$ cat config.mk
export PLATFORM = sky130hd
export DESIGN_NAME = std_nbdcache_vldty_ctrl_flat
export DESIGN_NICKNAME = d
export VERILOG_FILES = /design/src/rtl/std_nbdcache_vldty_pkg.sv /design/src/rtl/std_nbdcache_vldty_ctrl_if.sv /design/src/rtl/std_nbdcache_vldty_rr_arb.sv /design/src/rtl/std_nbdcache_vldty_ctrl.sv /design/src/flat_wrapper.sv
export SDC_FILE = /design/constraint.sdc
export NUM_CORES = 1
export LEC_CHECK = 0
export BUFFER_PORTS_ARGS = -buffer_cell sky130_fd_sc_hd__buf_2
export CAP_MARGIN = 20
export CORE_AREA = 2 2 401 403
export CTS_CLUSTER_SIZE = 30
export DETAILED_ROUTE_END_ITERATION = 8
export DIE_AREA = 0 0 403 405
export MAX_ROUTING_LAYER = met4
export PLACE_DENSITY_LB_ADDON = 0.15
export SLEW_MARGIN = 20
export SYNTH_ARGS = -nofsm -noshare
export SYNTH_HDL_FRONTEND = slang
export SYNTH_SLANG_ARGS = --single-unit
$ cat constraint.sdc
create_clock -name clk_i -period 4.27 [get_ports clk_i]
set_input_delay 1.0675 -clock clk_i [delete_from_list [all_inputs] [get_ports clk_i]]
set_output_delay 1.0675 -clock clk_i [all_outputs]
set_load 0.005 [all_outputs]
$ cat src/rtl/std_nbdcache_vldty_pkg.sv
// Shared types and helpers for the D-cache valid/dirty SRAM sequencer.
package std_nbdcache_vldty_pkg;

   typedef enum logic [1:0] {
      INIT  = 2'd0,
      SERVE = 2'd1,
      CLEAR = 2'd2
   } vldty_state_e;

   // Width of a port index; a single port still needs one bit.
   function automatic int unsigned idx_width(input int unsigned n);
      return (n > 1) ? $clog2(n) : 1;
   endfunction

endpackage

$ cat src/rtl/std_nbdcache_vldty_ctrl_if.sv
// Requester and SRAM-side bundle for the valid/dirty SRAM sequencer.
interface std_nbdcache_vldty_ctrl_if #(
   parameter int unsigned NumPorts  = 4,
   parameter int unsigned NumWords  = 256,
   parameter int unsigned DataWidth = 128,
   parameter int unsigned ByteWidth = 8
);
   localparam int unsigned AddrWidth = $clog2(NumWords);
   localparam int unsigned BeWidth   = (DataWidth + ByteWidth - 1) / ByteWidth;

   logic [NumPorts-1:0]                 req_i;
   logic [NumPorts-1:0]                 gnt_o;
   logic [NumPorts-1:0]                 we_i;
   logic [NumPorts-1:0][AddrWidth-1:0]  addr_i;
   logic [NumPorts-1:0][DataWidth-1:0]  wdata_i;
   logic [NumPorts-1:0][BeWidth-1:0]    be_i;
   logic [NumPorts-1:0]                 rvalid_o;
   logic [DataWidth-1:0]                rdata_o;

   logic                                sram_req_o;
   logic                                sram_we_o;
   logic [AddrWidth-1:0]                sram_addr_o;
   logic [DataWidth-1:0]                sram_wdata_o;
   logic [BeWidth-1:0]                  sram_be_o;
   logic [DataWidth-1:0]                sram_rdata_i;

   // master: requesters plus the SRAM macro; slave: the sequencer
   modport master (
      output req_i, we_i, addr_i, wdata_i, be_i, sram_rdata_i,
      input  gnt_o, rvalid_o, rdata_o,
      input  sram_req_o, sram_we_o, sram_addr_o, sram_wdata_o, sram_be_o
   );

   modport slave (
      input  req_i, we_i, addr_i, wdata_i, be_i, sram_rdata_i,
      output gnt_o, rvalid_o, rdata_o,
      output sram_req_o, sram_we_o, sram_addr_o, sram_wdata_o, sram_be_o
   );

endinterface

$ cat src/rtl/std_nbdcache_vldty_rr_arb.sv
// Round-robin arbiter: combinational one-hot grant, pointer advances past each winner.
module std_nbdcache_vldty_rr_arb
   import std_nbdcache_vldty_pkg::*;
#(
   parameter  int unsigned NumPorts = 4,
   localparam int unsigned IdxWidth = idx_width(NumPorts)
) (
   input  logic                clk_i,
   input  logic                rst_i,
   input  logic                en,
   input  logic [NumPorts-1:0] req,
   output logic [NumPorts-1:0] gnt_c,
   output logic [IdxWidth-1:0] gnt_idx_c,
   output logic                gnt_valid_c
);

   localparam logic [IdxWidth-1:0] LastIdx = IdxWidth'(NumPorts - 1);

   logic [IdxWidth-1:0] ptr_q;
   logic [IdxWidth-1:0] cand_idx;
   int unsigned         cand;

   // First asserted request at or after the pointer, wrapping around.
   always_comb begin
      gnt_c       = '0;
      gnt_idx_c   = '0;
      gnt_valid_c = 1'b0;
      cand        = 0;
      cand_idx    = '0;
      for (int unsigned i = 0; i < NumPorts; i++) begin
         cand     = (32'(ptr_q) + i) % NumPorts;
         cand_idx = IdxWidth'(cand);
         if (en && !gnt_valid_c && req[cand_idx]) begin
            gnt_c[cand_idx] = 1'b1;
            gnt_idx_c       = cand_idx;
            gnt_valid_c     = 1'b1;
         end
      end
   end

   always_ff @(posedge clk_i or posedge rst_i) begin
      if (rst_i) begin
         ptr_q <= '0;
      end else if (gnt_valid_c) begin
         ptr_q <= (gnt_idx_c == LastIdx) ? '0 : gnt_idx_c + IdxWidth'(1);
      end
   end

endmodule

$ cat src/rtl/std_nbdcache_vldty_ctrl.sv
// Valid/dirty SRAM sequencer: zero sweep after reset and on clear, round-robin access otherwise.
module std_nbdcache_vldty_ctrl
   import std_nbdcache_vldty_pkg::*;
#(
   parameter  int unsigned NumPorts  = 4,
   parameter  int unsigned NumWords  = 256,
   parameter  int unsigned DataWidth = 128,
   parameter  int unsigned ByteWidth = 8,
   localparam int unsigned AddrWidth = $clog2(NumWords),
   localparam int unsigned BeWidth   = (DataWidth + ByteWidth - 1) / ByteWidth,
   localparam int unsigned IdxWidth  = idx_width(NumPorts)
) (
   input  logic                        clk_i,
   input  logic                        rst_i,
   input  logic                        clear_i,
   output logic                        busy_o,
   std_nbdcache_vldty_ctrl_if.slave    bus
);

   localparam logic [AddrWidth-1:0] LastAddr = AddrWidth'(NumWords - 1);

   vldty_state_e         state_q;
   logic [AddrWidth-1:0] cnt_q;
   logic                 busy_q;
   logic [NumPorts-1:0]  rvalid_q;

   logic                 arb_en_c;
   logic                 sweep_c;
   logic [NumPorts-1:0]  gnt_c;
   logic [IdxWidth-1:0]  gnt_idx_c;
   logic                 gnt_valid_c;

   assign arb_en_c = (state_q == SERVE);
   // Sweep writes are held off while reset is asserted so the strobe reads idle.
   assign sweep_c  = (state_q != SERVE) && !rst_i;

   std_nbdcache_vldty_rr_arb #(
      .NumPorts (NumPorts)
   ) u_arb (
      .clk_i       (clk_i),
      .rst_i       (rst_i),
      .en          (arb_en_c),
      .req         (bus.req_i),
      .gnt_c       (gnt_c),
      .gnt_idx_c   (gnt_idx_c),
      .gnt_valid_c (gnt_valid_c)
   );

   // Sequencer state, sweep counter and read-return tracking.
   always_ff @(posedge clk_i or posedge rst_i) begin
      if (rst_i) begin
         state_q  <= INIT;
         cnt_q    <= '0;
         busy_q   <= 1'b1;
         rvalid_q <= '0;
      end else begin
         rvalid_q <= (gnt_valid_c && !bus.we_i[gnt_idx_c]) ? gnt_c : '0;
         case (state_q)
            INIT, CLEAR: begin
               cnt_q <= cnt_q + AddrWidth'(1);
               if (cnt_q == LastAddr) begin
                  state_q <= SERVE;
                  busy_q  <= 1'b0;
                  cnt_q   <= '0;
               end
            end
            SERVE: begin
               // The grant of the clear cycle itself is still honoured above.
               if (clear_i) begin
                  state_q <= CLEAR;
                  busy_q  <= 1'b1;
                  cnt_q   <= '0;
               end
            end
            default: begin
               state_q <= INIT;
               busy_q  <= 1'b1;
               cnt_q   <= '0;
            end
         endcase
      end
   end

   // SRAM port mux: zero sweep or the granted requester.
   always_comb begin
      bus.sram_req_o   = 1'b0;
      bus.sram_we_o    = 1'b0;
      bus.sram_addr_o  = '0;
      bus.sram_wdata_o = '0;
      bus.sram_be_o    = '0;
      if (sweep_c) begin
         bus.sram_req_o   = 1'b1;
         bus.sram_we_o    = 1'b1;
         bus.sram_addr_o  = cnt_q;
         bus.sram_be_o    = '1;
      end else if (gnt_valid_c) begin
         bus.sram_req_o   = 1'b1;
         bus.sram_we_o    = bus.we_i[gnt_idx_c];
         bus.sram_addr_o  = bus.addr_i[gnt_idx_c];
         bus.sram_wdata_o = bus.wdata_i[gnt_idx_c];
         bus.sram_be_o    = bus.be_i[gnt_idx_c];
      end
   end

   assign bus.gnt_o    = gnt_c;
   assign bus.rvalid_o = rvalid_q;
   assign bus.rdata_o  = bus.sram_rdata_i;
   assign busy_o       = busy_q;

endmodule
$ cat src/flat_wrapper.sv
// flat-port wrapper written by rule: the top's interface ports become plain ports
module std_nbdcache_vldty_ctrl_flat import std_nbdcache_vldty_pkg::*;
#(
   parameter  int unsigned NumPorts  = 4,
   parameter  int unsigned NumWords  = 256,
   parameter  int unsigned DataWidth = 128,
   parameter  int unsigned ByteWidth = 8,
   localparam int unsigned AddrWidth = $clog2(NumWords),
   localparam int unsigned BeWidth   = (DataWidth + ByteWidth - 1) / ByteWidth,
   localparam int unsigned IdxWidth  = idx_width(NumPorts)
)
  (clk_i, rst_i, clear_i, busy_o, bus_req_i, bus_we_i, bus_addr_i, bus_wdata_i, bus_be_i, bus_sram_rdata_i, bus_gnt_o, bus_rvalid_o, bus_rdata_o, bus_sram_req_o, bus_sram_we_o, bus_sram_addr_o, bus_sram_wdata_o, bus_sram_be_o);
  std_nbdcache_vldty_ctrl_if #(.NumPorts(NumPorts), .NumWords(NumWords), .DataWidth(DataWidth), .ByteWidth(ByteWidth)) bus_i ();
  input  logic clk_i;
  input  logic rst_i;
  input  logic clear_i;
  output logic busy_o;
  input wire logic [$bits(bus_i.req_i)-1:0] bus_req_i;
  input wire logic [$bits(bus_i.we_i)-1:0] bus_we_i;
  input wire logic [$bits(bus_i.addr_i)-1:0] bus_addr_i;
  input wire logic [$bits(bus_i.wdata_i)-1:0] bus_wdata_i;
  input wire logic [$bits(bus_i.be_i)-1:0] bus_be_i;
  input wire logic [$bits(bus_i.sram_rdata_i)-1:0] bus_sram_rdata_i;
  output wire logic [$bits(bus_i.gnt_o)-1:0] bus_gnt_o;
  output wire logic [$bits(bus_i.rvalid_o)-1:0] bus_rvalid_o;
  output wire logic [$bits(bus_i.rdata_o)-1:0] bus_rdata_o;
  output wire logic [$bits(bus_i.sram_req_o)-1:0] bus_sram_req_o;
  output wire logic [$bits(bus_i.sram_we_o)-1:0] bus_sram_we_o;
  output wire logic [$bits(bus_i.sram_addr_o)-1:0] bus_sram_addr_o;
  output wire logic [$bits(bus_i.sram_wdata_o)-1:0] bus_sram_wdata_o;
  output wire logic [$bits(bus_i.sram_be_o)-1:0] bus_sram_be_o;
  assign bus_i.req_i = bus_req_i;
  assign bus_i.we_i = bus_we_i;
  assign bus_i.addr_i = bus_addr_i;
  assign bus_i.wdata_i = bus_wdata_i;
  assign bus_i.be_i = bus_be_i;
  assign bus_i.sram_rdata_i = bus_sram_rdata_i;
  assign bus_gnt_o = bus_i.gnt_o;
  assign bus_rvalid_o = bus_i.rvalid_o;
  assign bus_rdata_o = bus_i.rdata_o;
  assign bus_sram_req_o = bus_i.sram_req_o;
  assign bus_sram_we_o = bus_i.sram_we_o;
  assign bus_sram_addr_o = bus_i.sram_addr_o;
  assign bus_sram_wdata_o = bus_i.sram_wdata_o;
  assign bus_sram_be_o = bus_i.sram_be_o;
  std_nbdcache_vldty_ctrl #(.NumPorts(NumPorts), .NumWords(NumWords), .DataWidth(DataWidth), .ByteWidth(ByteWidth)) u_core (.clk_i(clk_i), .rst_i(rst_i), .clear_i(clear_i), .busy_o(busy_o), .bus(bus_i));
endmodule
# Word level (Yosys, flattened, before mapping)
# Cells that the tools add are included.
# word_totals
ff_bits	17
inputBits	747
word_cells	107
# classes
n_eq_ne	7
mux	57
n_reduce_logical	21
bitwise_logic	3
n_lt_le_gt_ge	9
addsub	5
# op_table
operator	n
$mux W128	3
$bmux W128 S2	1
$mux W16	3
$mux W8	5
$bmux W16 S2	1
$mux W4	5
$mux W1	19
$bmux W8 S2	1
$pmux W8 S2	1
$lt A2 B3 Y1 const B	5
$mux W2	7
$logic_and A1 B1 Y1	13
$or A4 B4 Y4	3
$bmux W1 S2	5
$add A8 B1 Y8 const B	1
$demux W1 S2	4
$eq A8 B8 Y1 const B	1
$ge A2 B1 Y1 const B	4
$logic_not A1 Y1	5
$add A2 B1 Y2 const B	2
$add A2 B2 Y2 const B	2
$eq A2 B2 Y1 const B	2
$ne A2 B1 Y1 const B	2
$pmux W2 S2	1
6 further kinds	6

# Longest topological paths before layout
# logic_depth
depth_word	21
depth_mapped	12
mapped_depth_nobuf	8

# By module
# From an unflattened synthesis, not the netlist that was laid out.
# unflattened
hier_cells	640
hier_area_um2	7071.8
# by_module_without_submodules
module	area_each_um2	cells_per_inst	n_inst
std_nbdcache_vldty_ctrl	6429.9	563	1
std_nbdcache_vldty_rr_arb	641.9	77	1

# Least setup slack after synthesis
# OpenSTA, ideal clock, no wires.
# synth_path
path_type	input -> output
start	input port bus_req_i[1]
end	output port bus_sram_wdata_o[117]
path_slack_ns	0.259
path_buffers	3
path_stages	8
arrival_time_ns	2.943
path_cell_list	mux4_2 a211o_1 a211o_1 buf_6 buf_6 buf_2 mux2i_1 o22ai_1
# synth_via
elab_chain_cells	20
# synth_lines
element	line_no	source
from (decl)	flat_wrapper.sv:18	input wire logic [$bits(bus_i.req_i)-1:0] bus_req_i;
$bmux W1 S2	std_nbdcache_vldty_rr_arb.sv:33	if (en && !gnt_valid_c && req[cand_idx]) begin
$mux W1 (implied by the code)	std_nbdcache_vldty_rr_arb.sv:33	
$logic_and A1 B1 Y1	std_nbdcache_vldty_rr_arb.sv:33	
$mux W1	std_nbdcache_vldty_rr_arb.sv:33	
$logic_not A1 Y1	std_nbdcache_vldty_rr_arb.sv:33	
$logic_and A1 B1 Y1 (2 in series)	std_nbdcache_vldty_rr_arb.sv:33	
$mux W1	std_nbdcache_vldty_rr_arb.sv:33	
$logic_not A1 Y1	std_nbdcache_vldty_rr_arb.sv:33	
$logic_and A1 B1 Y1 (2 in series)	std_nbdcache_vldty_rr_arb.sv:33	
$mux W1	std_nbdcache_vldty_rr_arb.sv:33	
$logic_not A1 Y1	std_nbdcache_vldty_rr_arb.sv:33	
$logic_and A1 B1 Y1 (2 in series)	std_nbdcache_vldty_rr_arb.sv:33	
$mux W2	std_nbdcache_vldty_rr_arb.sv:33	
$bmux W128 S2	std_nbdcache_vldty_ctrl.sv:100	bus.sram_wdata_o = bus.wdata_i[gnt_idx_c];
$mux W128 (implied by the code)	std_nbdcache_vldty_ctrl.sv:100	
$mux W128 *	std_nbdcache_vldty_ctrl.sv:96	end else if (gnt_valid_c) begin
$mux W128 *	std_nbdcache_vldty_ctrl.sv:91	if (sweep_c) begin
to (decl)	flat_wrapper.sv:30	output wire logic [$bits(bus_i.sram_wdata_o)-1:0] bus_sram_wdata_o;
# Mark *: on every way between the ends. The rest lies on a longest branch, timed or not. The select of a mux whose other input is x is not followed.

# Final worst setup path
# layout_path
start	input port bus_req_i[1]
end	output port bus_sram_wdata_o[61]
# The elaborated chain is that of the path after synthesis.

==> impl_results.md <==
- XOR/XNOR share of the synthesized area: 0.520%
- Flop pwr share: 2.5%
- Main flop type after synthesis: dfrtp_1
- Syn. warnings: 0
- Leading area contributor after synthesis: mux2i_1
- Kind of critical path: in2out
- Dpl ws: -865 ps
- Hold WC Path Type: reg2reg
- Total GRT Usage: 10.5%
- Yosys top cell area share: 45.9%
- Relative slew slack: 35.3%
- Clk slew on worst S/H paths: 50 ps
- Rows: 147
- Slowest CP cell: mux4_2
- Synth Instances: 808
- Initial core utilization: 4.23%
- Tcrit/Tclk final: 108%
- CP Cell Sequence: buf_6 > mux4_2 > a211o_1 > a211o_4 > buf_12 > buf_16 > buf_16 > bufbuf_16 > mux2i_1 > o22ai_1 > buf_2
- Final WS setup: -322 ps
- Hold Path Depth: 2
- Nets@finish: 2,400
- Final setup TNS: -30,660 ps
- Post-synthesis simple-gate area fraction: 3.16%
- Count of final setup violators: 153
- Highest net fanout along the worst path: 7
- CTS Buf Count: 3
- Detailed Route WL: 92.1 mm
- Ranking of synthesized cells by area: mux2i_1 (46%), buf_4 (15%), o22ai_1 (13%), dfrtp_1 (5.9%), buf_2 (2.4%)
- Count leader, synth: mux2i_1
- Most used cell along the critical path: buf_16
- Initial antenna violation count: 79
- Synth cell count leaders: mux2i_1 (309), o22ai_1 (138), buf_4 (132)
- Met2 GRT Util: 16.7%
- Buffers on Ports: 781
- Grt ovf: 0
- Worst Path Buf+Inv: 6
- CTS tree: done
- DR vias/cell: 2.77
- Critical path depth in cells: 11
- RSZ-0062 raised after global routing: true
- Post-Synth Adder-Cell Area: 1.30%
- CP Launch Type: primary input
- Top-Level Pins: 1,038
- Endpoint class of the critical path: primary output
- Syn avg cell area: 8.34 um2
- FF-to-FF path depth: 11
- LEAKAGE: 8.61 nW
- Pre-antenna DRT Iters: 5
- Period minus WS final: 4590 ps
- Peak VDD IR: 0.000222 V
- First-pass GRT wire length: 108 mm
- Max-slew violations: 0
- Power Total: 0.0110 W
- Top delay family on crit path: buffers and inverters
- Max_cap viols: 0
- Compound-Gate Fraction of Synth Area: 20.3%
- Sw power: 0.00523 W
- Combinational power share: 95.7%
- Die area: 163,000 um2
- Post-synth ARST share: 100%
- Seq/Total Area, Yosys: 6.33%
- Met1 GRT Util: 12.6%
- DR WL/cell: 24.5 um
- # hold bufs at CTS: 0
- Crit-path max cell delay: 510 ps
- Final hold vios: 0
- Clock root cell: clkbuf_16
- Drt drc: 0
- CTS Sinks: 17
- Die Y: 405 um
- Number of distinct library cells after synthesis: 44
- DRT antenna net count: 0
- Proportion of layout cells with a drive suffix above 1: 75.9%
- Die W: 403 um
- Clock power frac: 1.8%
- H-tree levels: 1
- Violated checks: setup timing
- Grt met3 use: 3.47%
- Internal power: 0.00576 W
- Largest net degree at the start of global routing: 23
- Sw Ratio: 47.6%
- WP data required: 3200 ps
- Core area: 159,000 um2
- Combinational family with the most area after synthesis: multiplexers
- Iter 0 DRT Violations: 443
- Status: finished with violations
- Synthesized Nets: 1,562
- Post-synthesis mux area share: 47.4%
- GRT busiest layer: met2
- Post-DP HPWL: 76.1 mm
- Power per cell area: 636 nW/um2
- F_max: 218 MHz
- Filler cell count: 18.6k
- EDFF count, synth: 0
- DR vias: 10.4k
- Worst hold margin: 492 ps
- Clock Latency Late Sink: 260 ps
- Clk buf depth: 2
- Synth-to-layout area growth: 156%
- Gpl congestion: 0.779
- Worst Clk Skew: 4.20 ps
- WP data arrival: 3520 ps
- Seq cells post-synth: 17
- Cell area after synthesis: 6740 um2
- Number of global-route vias before repair: 10.4k
- Tightest Pin Transition: 958 ps
[cell type report]
type                       instances  area, um2  share of cell area, %
inverter                           7       26.3                  0.152
timing repair buffer            1037       7460                   43.2
sequential                        17        427                   2.47
antenna                           27       67.6                  0.391
multi-input combinational        580       6610                   38.3
tap                             2086       2610                   15.1
clock buffer                       4       78.8                  0.456
[cell families after synthesis]
logic type | Yosys count
and+or+nand+nor | 46
AOI/OAI and AO/OA | 206
xor gates and xnor gates | 4
adders and majority gates | 7
buffers and inverters | 211
muxes | 317
DFF | 17
[cell usage in the layout, fill, tap and decap left out, types with 11 or more instances in the layout]
cell,netlist,routed
buf_2,33,751
nor2_1,12,12
dfrtp_1,16,16
mux2i_2,0,39
buf_12,0,28
diode_2,0,27
o22ai_1,138,63
buf_6,12,69
buf_8,0,16
buf_16,0,25
nand2_1,15,14
o22ai_2,0,61
o22ai_4,0,14
buf_4,132,131
mux2i_1,309,204
mux2i_4,0,66
clkbuf_16,0,17
o21ai_0,13,11
[power groups by stage]
| stage | logic (W) | clock network [W] | registers (W) |
|---|---|---|---|
| after floorplan | 0.00318 | 0 | 0.000246 |
| after global placement | 0.00705 | 0 | 0.000286 |
| after detailed placement | 0.00697 | 0 | 0.000283 |
| after CTS | 0.00945 | 0.000208 | 0.000281 |
| after global routing | 0.0112 | 0.000215 | 0.000288 |
| final | 0.0105 | 0.000198 | 0.000279 |
[final timing paths]
check	to	slack [ps]	from
setup / recovery	bus_sram_wdata_o[61]	-320	bus_req_i[1]
hold / removal	u_core.busy_o$_DFFE_PP1P_	490	u_core.busy_o$_DFFE_PP1P_
setup reg to reg	u_core.bus.rvalid_o[3]$_DFF_PP0_	1210	u_core.u_arb.ptr_q[1]$_DFFE_PP0N_
hold reg to reg	u_core.busy_o$_DFFE_PP1P_	490	u_core.busy_o$_DFFE_PP1P_
max in group asynchronous	u_core.busy_o$_DFFE_PP1P_	3100	rst_i
min in group asynchronous	u_core.bus.rvalid_o[0]$_DFF_PP0_	900	rst_i
[registers in the layout, indices dropped and copies added, names as in the netlist]
name / flops
u_core.cnt_q: 8
u_core.state_q: 2
u_core.u_arb.ptr_q: 2
u_core.bus.rvalid_o: 4
u_core.busy_o: 1
[metrics by stage]
stage / cells / utilization [%] / cell area, um2
floorplan: 808 / - / 6740
global placement: 3638 / 8.42 / 13400
detailed placement: 3638 / 8.42 / 13400
CTS: 3695 / 9.97 / 15900
global route: 3758 / 10.8 / 17300
finish: 3758 / 10.8 / 17300
[routing by layer]
metal,part of all wire [%],vias to the layer above
met2,46,622
met5,0,-
met3,7.9,146
met1,43,4919
met4,3.1,0
li1,-,4723
[what timing repair did]
action / 4_1_cts / 5_1_grt
pin swaps: 31 / 45
setup buffers: 43 / 34
gates cloned: 16 / 15
setup endpoints to repair: 153 / 153
gates resized for setup: 295 / 168
[tightest hold or removal path, cell delays in order (launching register included)]
cell and delay [ps]:
dfstp_2 370, o21ai_0 70, nand2_1 50
(Power assumes the default switching activity.)
